--- src/rtl/afifo_wr_arbiter.sv ---
// Packet-granular round-robin arbiter in front of an async-FIFO write port.
// A grant is held for a whole packet, or until the beat limit forces a release.
module afifo_wr_arbiter #(
   parameter int NUM_REQ       = 4,
   parameter int DATA_WIDTH    = 8,
   parameter int MAX_PKT_BEATS = 1536,
   parameter int CNT_WIDTH     = 11
) (
   input  logic                          wr_clk_i,
   input  logic                          rstn_i,
   input  logic [NUM_REQ-1:0]            req_valid_i,
   input  logic [NUM_REQ*DATA_WIDTH-1:0] req_data_i,
   input  logic [NUM_REQ-1:0]            req_last_i,
   output logic [NUM_REQ-1:0]            req_ready_o,
   input  logic                          fifo_full_i,
   output logic                          fifo_wr_en_o,
   output logic [DATA_WIDTH:0]           fifo_wr_data_o,
   output logic [NUM_REQ-1:0]            grant_o,
   output logic                          busy_o,
   output logic                          pkt_done_o,
   output logic                          len_err_o,
   output logic [CNT_WIDTH-1:0]          beat_cnt_o
);

   localparam int PTR_W = $clog2(NUM_REQ);

   typedef enum logic {
      IDLE,
      XFER
   } state_t;

   state_t                 state_q, state_d;
   logic [NUM_REQ-1:0]     grant_q, grant_d;
   logic [PTR_W-1:0]       owner_q, owner_d;
   logic [PTR_W-1:0]       rr_q, rr_d;
   logic [CNT_WIDTH-1:0]   cnt_q, cnt_d;
   logic                   done_q, done_d;
   logic                   err_q, err_d;

   logic                   pick_found;
   logic [PTR_W-1:0]       pick_idx;
   logic [PTR_W:0]         cand;
   logic [DATA_WIDTH-1:0]  owner_data;
   logic                   owner_last;
   logic                   accept;
   logic                   at_limit;

   // Round-robin search: first valid requester at or above rr_q, wrapping.
   always_comb begin
      pick_found = 1'b0;
      pick_idx   = '0;
      cand       = '0;
      for (int i = 0; i < NUM_REQ; i++) begin
         cand = {1'b0, rr_q} + (PTR_W+1)'(i);
         if (cand >= (PTR_W+1)'(NUM_REQ)) begin
            cand = cand - (PTR_W+1)'(NUM_REQ);
         end
         if (!pick_found && req_valid_i[cand[PTR_W-1:0]]) begin
            pick_found = 1'b1;
            pick_idx   = cand[PTR_W-1:0];
         end
      end
   end

   always_comb begin
      owner_data = '0;
      owner_last = 1'b0;
      for (int k = 0; k < NUM_REQ; k++) begin
         if (owner_q == PTR_W'(k)) begin
            owner_data = req_data_i[k*DATA_WIDTH +: DATA_WIDTH];
            owner_last = req_last_i[k];
         end
      end
   end

   // Ready is combinational from the registered full flag so the handshake closes in-cycle.
   assign req_ready_o    = (state_q == XFER && !fifo_full_i) ? grant_q : '0;
   assign accept         = |(req_valid_i & req_ready_o);
   assign fifo_wr_en_o   = accept;
   assign fifo_wr_data_o = {owner_last, owner_data};
   assign at_limit       = (cnt_q == CNT_WIDTH'(MAX_PKT_BEATS - 1));

   assign grant_o    = grant_q;
   assign busy_o     = (state_q == XFER);
   assign pkt_done_o = done_q;
   assign len_err_o  = err_q;
   assign beat_cnt_o = cnt_q;

   always_comb begin
      state_d = state_q;
      grant_d = grant_q;
      owner_d = owner_q;
      rr_d    = rr_q;
      cnt_d   = cnt_q;
      done_d  = 1'b0;
      err_d   = 1'b0;
      case (state_q)
         IDLE: begin
            if (pick_found) begin
               state_d = XFER;
               grant_d = NUM_REQ'(1) << pick_idx;
               owner_d = pick_idx;
            end
         end
         XFER: begin
            if (accept) begin
               // A beat at the limit without last releases like a real last beat.
               if (owner_last || at_limit) begin
                  state_d = IDLE;
                  grant_d = '0;
                  cnt_d   = '0;
                  rr_d    = (owner_q == PTR_W'(NUM_REQ - 1)) ? '0 : owner_q + PTR_W'(1);
                  done_d  = owner_last;
                  err_d   = ~owner_last;
               end else begin
                  cnt_d = cnt_q + CNT_WIDTH'(1);
               end
            end
         end
         default: begin
            state_d = IDLE;
         end
      endcase
   end

   always_ff @(posedge wr_clk_i or negedge rstn_i) begin
      if (!rstn_i) begin
         state_q <= IDLE;
         grant_q <= '0;
         owner_q <= '0;
         rr_q    <= '0;
         cnt_q   <= '0;
         done_q  <= 1'b0;
         err_q   <= 1'b0;
      end else begin
         state_q <= state_d;
         grant_q <= grant_d;
         owner_q <= owner_d;
         rr_q    <= rr_d;
         cnt_q   <= cnt_d;
         done_q  <= done_d;
         err_q   <= err_d;
      end
   end

endmodule

--- config.mk ---
export PLATFORM = sky130hd
export DESIGN_NAME = afifo_wr_arbiter
export DESIGN_NICKNAME = d
export VERILOG_FILES = /design/src/rtl/afifo_wr_arbiter.sv
export SDC_FILE = /design/constraint.sdc
export NUM_CORES = 1
export LEC_CHECK = 0
export CELL_PAD_IN_SITES_DETAIL_PLACEMENT = 0
export CELL_PAD_IN_SITES_GLOBAL_PLACEMENT = 1
export CORE_MARGIN = 2
export CORE_UTILIZATION = 26
export DETAILED_ROUTE_END_ITERATION = 7
export PLACE_DENSITY = 0.77
export SETUP_SLACK_MARGIN = 0.05
export SYNTH_ARGS = -nofsm -noshare
export SYNTH_HDL_FRONTEND = slang
export SYNTH_SLANG_ARGS = --single-unit
--- constraint.sdc ---
create_clock -name wr_clk_i -period 1.8 [get_ports wr_clk_i]
set_clock_uncertainty 0.15 [all_clocks]
set_input_delay 0.27 -clock wr_clk_i [delete_from_list [all_inputs] [get_ports wr_clk_i]]
set_output_delay 0.27 -clock wr_clk_i [all_outputs]
set_load 0.02 [all_outputs]
# Word-level counts from Yosys, hierarchy flattened
# Cells that the tools add are included.
[op_classes]
n_addsub = 9
magnitude_cmp = 8
eq_ne = 7
shift = 1
mux = 45
bitwise_logic = 3
n_reduce_logical = 15
[ops]
columns = ["op", "n"]
rows = [
  ["2-to-1 mux 8 bit", 4],
  ["2-to-1 mux 1 bit", 21],
  ["2-to-1 mux 2 bit", 9],
  ["2-to-1 mux 4 bit", 4],
  ["less-than comparator 2 x 3 -> 1 bit, second input constant", 4],
  ["adder 11 x 1 -> 11 bit, second input constant", 1],
  ["== test 11 bit, second input constant", 1],
  ["2-to-1 mux 11 bit", 1],
  ["greater-or-equal comparator 3 bit, second input constant", 3],
  ["binary-select mux 1 bit (select 2 bit)", 4],
  ["case mux 4 bit (2 select lines)", 1],
  ["subtractor 2 x 1 -> 2 bit, second input constant", 4],
  ["adder 2 x 2 -> 3 bit, second input constant", 2],
  ["AND reduction 3 bit", 2],
  ["AND 4 bit", 1],
  ["== test 2 bit, second input constant", 2],
  ["logical AND 1 bit", 4],
  ["logical NOT 1 bit", 4],
  ["inequality test 2 bit, second input constant", 2],
  ["AND reduction 2 bit", 2],
  ["OR reduction 4 bit", 1],
  ["left shift 1 x 2 -> 4 bit, first input constant", 1],
  ["adder 2 x 1 -> 3 bit, second input constant", 1],
  ["greater-or-equal comparator 2 x 3 -> 1 bit, second input constant", 1],
  ["7 further kinds", 8],
]
[totals]
ff_bits = 22
inputBits = 43
out_inout_bits = 32
wordCells = 95

# Logic depth before layout (Yosys ltp)
[logic_depth]
depth_word = 17
mapped_depth = 8
mapped_depth_nobuf = 7

# Worst setup path after synthesis
# Ideal clock, no wire load.
[synth_timing]
path_kind = "register -> output"
start = "register owner_q[0]"
end = "output fifo_wr_data_o[0]"
arrival_ps = 1816
required_ps = 1380
path_slack_ps = -436
path_stages_with_launch = 6
path_buffers = 1
path_cell_list = "dfrtp_1 > ha_1 > clkbuf_1 > nor2b_1 > a221oi_1 > o31ai_1"
[synth_via]
elab_chain_cells = 5
elab_cells_between_ends = 8
classes_between = "eq/ne: 3; mux: 4; reduce/logical: 1"
[synth_rtl]
columns = ["element", "line", "rtl"]
rows = [
  ["start: declaration", "34", "logic [PTR_W-1:0] owner_q, owner_d;"],
  ["start signal: assignment", "138", "owner_q <= owner_d;"],
  ["logical NOT 2 bit", "69", "if (owner_q == PTR_W'(k)) begin"],
  ["2-to-1 mux 8 bit (3 in a row)", "69", ""],
  ["2-to-1 mux 8 bit *", "69", ""],
  ["end: declaration", "17", "output logic [DATA_WIDTH:0] fifo_wr_data_o,"],
]
# Every way passes the cells marked *; elsewhere a longest branch is shown, timed or not.

# Worst setup path in the final report
# Same ends and word-level chain as after synthesis.

==> impl_metrics.yaml <==
floorplan:
  die_y_um: 81.28
  top_level_ports: 75
  dieWidth_um: 81.28
  dieArea_mm2: 0.006606
  rows: 28
  start_util: 0.2654
  coreArea_mm2: 0.005851
yosys:
  synth_top_area_frac: 0.3546
  async_reset_ff_frac: 1.000
  syn-num-nets: 227
  synth_area_mm2: 0.001553
  ys_ff_latch: 22
  syn_inst: 179
  ys_seq_area_frac: 0.3546
  yosys-top-cells-area: "dfrtp_1 (35%), nand2_1 (6.3%), ha_1 (4.0%)"
  synth_largest_area_cell: "dfrtp_1"
  synth.distinct_cells: 42
  postSynthAreaPerCell_um2: 8.675
  synth_edf_count: 0
  ys_warn_count: 0
  synth_top_flop_cell: "dfrtp_1"
power:
  p_clk_frac: 0.063
  netSwitchingPower_mw: 2.142
  irDropWorstVdd_mv: 0.8868
  finalPower_mw: 4.911
  power_frac_seq: 0.172
  p_int_mw: 2.769
  leakagePower_nw: 1.410
  combPwrFrac: 0.764
  p_per_area_mw_per_mm2: 1561
  swShare: 0.4361
sta:
  rsz0062_at_grt: "true"
  setup_ws_ns: -0.3168
  slew_headroom: 0.7027
  hold_viol: 0
  tightest_slew_ns: 0.4425
  period_share: 1.176
  fin_crit_ns: 2.117
  setup_viol: 28
  final.setup.tns_ns: -6.331
  clock.fmax_mhz: 472.4
  maxSlewViolCount: 0
grt:
  grt_pass1_wl_mm: 8.066
  grt_start_max_net_pins: 23
  groute.usage.overall: 0.1523
  grt_pass1_vias: 1752
  antenna_found_initial: 0
  grt-ovfl-total: 0
route:
  antenna_left: 0
  drtIter0Drc: 24
  drt_pass1_iterations: 4
  route.detailed.drc: 0
  wirelength_mm: 5.193
  via_count: 1778
  wl_per_cell_um: 14.00
  via_per_inst: 4.792
finish:
  final_common_cell: "clkdlybuf4s50_1"
  drive_gt1_frac: 0.4459
  multi_input_area_mm2: 0.001262
  final_area_mm2: 0.003147
  seq_area_um2: 554.3
  fillers: 537
  layout_common_cells: "clkdlybuf4s50_1 (42), buf_4 (41), nand2_1 (24)"
  stdcell_count: 371
  final_net_count: 345
  area_growth_pct: 102.7
  final_util: 0.5379
  diodes: 0
clock_network:
  clock_latency_ns: 0.26
  htree_levels: 1
  clockRootBuffer: "clkbuf_8"
  numCtsBuffers: 3
  clockBufferDepth: 2
  cts-hold-fix-buffers: 0
  clkTransAtPathRegs_ns: 0.08
  cts_tree: "built"
  clkSinkCount: 22
run:
  cap_violations: 0
placement:
  place_congestion: 0.7782
  dp.cells: 359
  placed_area_mm2: 0.002719
  place.detailed.hpwl_mm: 3.745
  port_buffers: 74
setup_path:
  worstSetupEndpointType: "output port"
  crit_type: "reg2out"
  arrival_ns: 1.70
  required_ns: 1.38
  worstSetupStartpointType: "flop"
  path_max_fanout: 7
run_status:
  failed_checks: "negative setup slack"
  status: "finished with violations"
worst_hold_path:
  hold_path.class: "in2async"
==> through the flow <==
| step | worst slack, ns | hold WS (ns) |
|---|---|---|
| 3_3_place_gp | -0.4944 | 0.3695 |
| 2_1_floorplan | -0.2038 | -0.1756 |
| 5_1_grt | -0.3862 | 0.2243 |
| 4_1_cts | -0.3052 | 0.2239 |
| 3_5_place_dp | -0.5400 | 0.3802 |
| 6_report | -0.3168 | 0.2136 |
==> worst max-delay path, cell delays in order (launching register included) <==
cell,delay [ns]
dfrtp_2,0.45
inv_4,0.07
ha_4,0.16
nor2b_4,0.12
buf_12,0.14
a221oi_2,0.25
o31ai_2,0.08
buf_4,0.16
==> cell usage after synthesis, drive strengths merged, types with 3 or more instances <==
master	count
nand2b	6
buf	6
or3	3
inv	12
nor2b	10
clkbuf	4
o31ai	7
nand3	5
ha	5
o22ai	6
and2	4
o32ai	5
a31oi	3
dfrtp	22
o21ai	8
a221oi	7
nor2	5
nand2	26
a21oi	10
==> layer usage <==
| metal | part of all wire | wire, µm | GRT usage | up-vias |
|---|---|---|---|---|
| met5 | 0 | 0 | 0 | - |
| met4 | 0.0037 | 19 | 0.03051 | 0 |
| met1 | 0.43 | 2253 | 0.1870 | 828 |
| met2 | 0.47 | 2432 | 0.2656 | 57 |
| met3 | 0.094 | 488 | 0.04222 | 2 |
| li1 | - | - | - | 891 |
==> repair_timing <==
item | in CTS | in global routing
buffers inserted | 7 | 2
endpoints found under the setup margin | 41 | 36
gates cloned | 0 | 0
gates resized for setup | 120 | 37
pin swaps | 9 | 18
==> power by group through the flow <==
stage / combinational (mW) / sequential [mW] / clock, mW
finish: 3.75 / 0.847 / 0.310
global route: 4.02 / 0.878 / 0.352
CTS: 3.45 / 0.842 / 0.321
detailed placement: 3.00 / 0.837 / 0
global placement: 2.99 / 0.840 / 0
floorplan: 1.51 / 1.05 / 0
==> final timing paths <==
kind	slack, ns	end	depth (start not counted)	start
min in group wr_clk_i	0.40	rr_q[0]$_DFFE_PN0P_	1	rr_q[0]$_DFFE_PN0P_
worst min register to register	0.40	rr_q[0]$_DFFE_PN0P_	1	rr_q[0]$_DFFE_PN0P_
max in group asynchronous	1.04	beat_cnt_o[0]$_DFFE_PN0P_	2	rstn_i
worst max-delay path	-0.32	fifo_wr_data_o[0]	7	owner_q[0]$_DFFE_PN0P_
worst max register to register	-0.30	rr_q[1]$_DFFE_PN0P_	7	owner_q[1]$_DFFE_PN0P_
worst min-delay path	0.21	beat_cnt_o[8]$_DFFE_PN0P_	2	rstn_i
==> cell families after synthesis <==
family	count (synthesis)	synth area share
AOI/OAI and AO/OA	56	0.2635
and+or+nand+nor	71	0.2482
buffers and inverters	22	0.06768
DFF	22	0.3546
muxes	3	0.02579
adders and majority gates	5	0.04029
==> layout make-up <==
cell class / instances / share of cell area
tap: 75 / 0.02982
sequential: 22 / 0.1761
inverter: 12 / 0.01511
multi-input combinational: 135 / 0.4012
clock buffer: 4 / 0.01431
timing repair buffer: 123 / 0.3634
==> state kept, by name (all words and copies together), names as in the netlist <==
signal,flops
pkt_done_o,1
len_err_o,1
beat_cnt_o,11
busy_o,1
owner_q,2
rr_q,2
grant_o,4
Note: power is estimated with default switching activity, not from simulation.
==> edit (same settings) <==
Reset style: synchronous (`rstn_i`), changed in one clocked block. Comments in the files are not updated.
--- a/src/rtl/afifo_wr_arbiter.sv
+++ b/src/rtl/afifo_wr_arbiter.sv
@@ -123,7 +123,7 @@
       endcase
    end
 
-   always_ff @(posedge wr_clk_i or negedge rstn_i) begin
+   always_ff @(posedge wr_clk_i) begin
       if (!rstn_i) begin
          state_q <= IDLE;
          grant_q <= '0;
Behaviour: differs if rstn_i is asserted again (counterexample within 4 cycles, from zero or initial values and one cycle with rstn_i low); with rstn_i held inactive, the same outputs for 10 cycles.
==> edit against the unedited design <==
  * The run still ends with negative setup slack left
  * Area after synthesis shrank 0.40%
  * Routed wire length is 12% higher
  * Maximum frequency rose by 2.6%
  * Cell area fell by 1.3%
  * Critical path depth unchanged
  * Sequential share of layout area is 2.5 points lower
  * Sequential cell count stayed put
  * Worst setup slack better by 0.053 ns
  * Register-to-register slack better by 0.11 ns
  * Critical path type unchanged
  * Critical endpoint is now fifo_wr_data_o[5]
Power is left out: it rests on default switching activity, and per cell area and clock period it moved more than threefold.
==> edit: results (changes against the unedited design) <==
outcome=finished, violations left (unchanged); failing checks=negative setup slack (unchanged); synth cell count leaders=nand2_1 (28), dfxtp_1 (22), clkbuf_1 (12), nor2b_1 (12) (was nand2_1 (26), dfrtp_1 (22), inv_1 (12)); nets=365 (was 345); yosys warns=0 (unchanged); Final HPWL DP=4210 um (was 3740 um); Clock transition at path regs=0.07 ns; Area after DPL=2810 um2 (was 2720 um2); max reg flops=11 (unchanged); largest cells by area after synthesis=dfxtp_1 (28%), nand2_1 (6.8%), nor2b_1 (4.9%), ha_1 (4.0%), nand4_1 (4.0%) (was dfrtp_1 (35%), nand2_1 (6.3%), ha_1 (4.0%), nor2b_1 (4.0%), a221oi_1 (3.9%)); initial antenna violation count=0 (unchanged); drt via density=5.10 (was 4.79); worst skew pair latency=0.26 ns (about the same); vias in the first global route=1933 (was 1752); RePlAce Congestion=0.838 (was 0.778); Worst Hold Class=register to register (was input pin to asynchronous set/reset pin); sequential area share after synthesis=28.5% (was 35.5%); setup TNS=-4.74 ns (was -6.33 ns); First-pass DRT Iterations=4 (unchanged); first-pass GRT wire length=9110 um (was 8070 um); diode count=0 (unchanged); slack of the critical path=-0.264 ns (was -0.317 ns); largest net degree at the start of global routing=17 (was 23); # fillers=556 (was 537); WL final=5820 um (was 5190 um); H-tree level count=1 (unchanged); port buffer count=74 (unchanged); Worst path top cell family by delay=buffers and inverters (was flip-flops); initial drt markers=63 (was 24); post-synth cell types=43 (was 42); layout cell share with drive strength beyond 1=38.3% (was 44.6%); CTS buffer count=3 (unchanged); final setup violation count=28 (unchanged); maximum clock path buffer count=2 (unchanged); Worst path max stage delay=0.36 ns (was 0.45 ns); critical-path maximum fanout=7 (unchanged); syn nets=251 (was 227); Least-Margin Pin Slew=0.513 ns (was 0.443 ns); ys async rst share=0% (was 100%); GRT Overall Usage=17.5% (was 15.2%); Root Buffer=clkbuf_8 (unchanged); Slowest cell on crit path=dfxtp_2 (was dfrtp_2)
==> edit: cell count changes after synthesis, moves of 5 or more <==
cell,change
clkbuf_1,+9
o21ai_0,-5
nor3_1,+6
dfrtp_1,-22
nand4_1,+9
nand3_1,+5
inv_1,-5
dfxtp_1,+22
==> edit: repair_timing <==
item | CTS | global route
pin swaps | 17 | 6
resized for setup | 104 | 18
setup endpoints to repair | 40 | 41
buffers inserted | 7 | 0
cloned | 1 | 0
==> edit: worst paths after layout <==
path | slack, ns | from | cells after the start | end
setup / recovery | -0.26 | owner_q[1] | 7 | fifo_wr_data_o[5]
hold / removal | 0.35 | rr_q[0] | 2 | rr_q[0]
setup reg to reg | -0.19 | owner_q[1] | 7 | rr_q[1]
hold reg to reg | 0.35 | rr_q[0] | 2 | rr_q[0]
==> edit: cells by family (layout without fill, tap and decap cells) <==
| kind of cell | count (synthesis) | in the layout | synth area share (%) |
|---|---|---|---|
| AND/OR/NAND/NOR | 99 | 99 | 35.3 |
| adder cells (fa/ha/maj) | 5 | 5 | 4.05 |
| multiplexers | 3 | 3 | 1.94 |
| AO/OA/AOI/OAI | 51 | 51 | 24.2 |
| flip-flops | 22 | 22 | 28.5 |
| buffers and inverters | 23 | 136 | 6.07 |
==> edit: layout make-up <==
type / instances / area, um2 / area share [%]
sequential: 22 / 469 / 15.1
inverter: 7 / 33.8 / 1.09
tap: 75 / 93.8 / 3.02
multi-input combinational: 158 / 1250 / 40.4
clock buffer: 4 / 45.0 / 1.45
timing repair buffer: 125 / 1210 / 38.9
==> edit: per-layer routing <==
metal / track usage [%] / vias up / wire (um) / part of all wire [%]
met5: 0 / - / 0 / 0
met4: 4.58 / 0 / 48 / 0.82
met3: 2.56 / 4 / 461 / 7.9
met2: 30.9 / 83 / 2740 / 47
met1: 22.1 / 917 / 2570 / 44
li1: - / 992 / - / -
==> edit: per-stage QoR <==
stage | instances | hold slack (ns) | setup WS [ns]
after floorplan | 203 | 0.306 | -0.0641
after global placement | 380 | 0.323 | -0.417
after detailed placement | 380 | 0.332 | -0.437
after CTS | 392 | 0.342 | -0.258
after global routing | 391 | 0.375 | -0.355
final | 391 | 0.345 | -0.264
==> edit: worst register-to-register path, delay by kind of cell, from the launching register on <==
kind,cells,cell delay [ns]
AO/OA/AOI/OAI,2,0.60
adder cells (fa/ha/maj),1,0.19
buffers and inverters,2,0.27
flip-flops,1,0.34
multiplexers,1,0.21
AND/OR/NAND/NOR,1,0.17
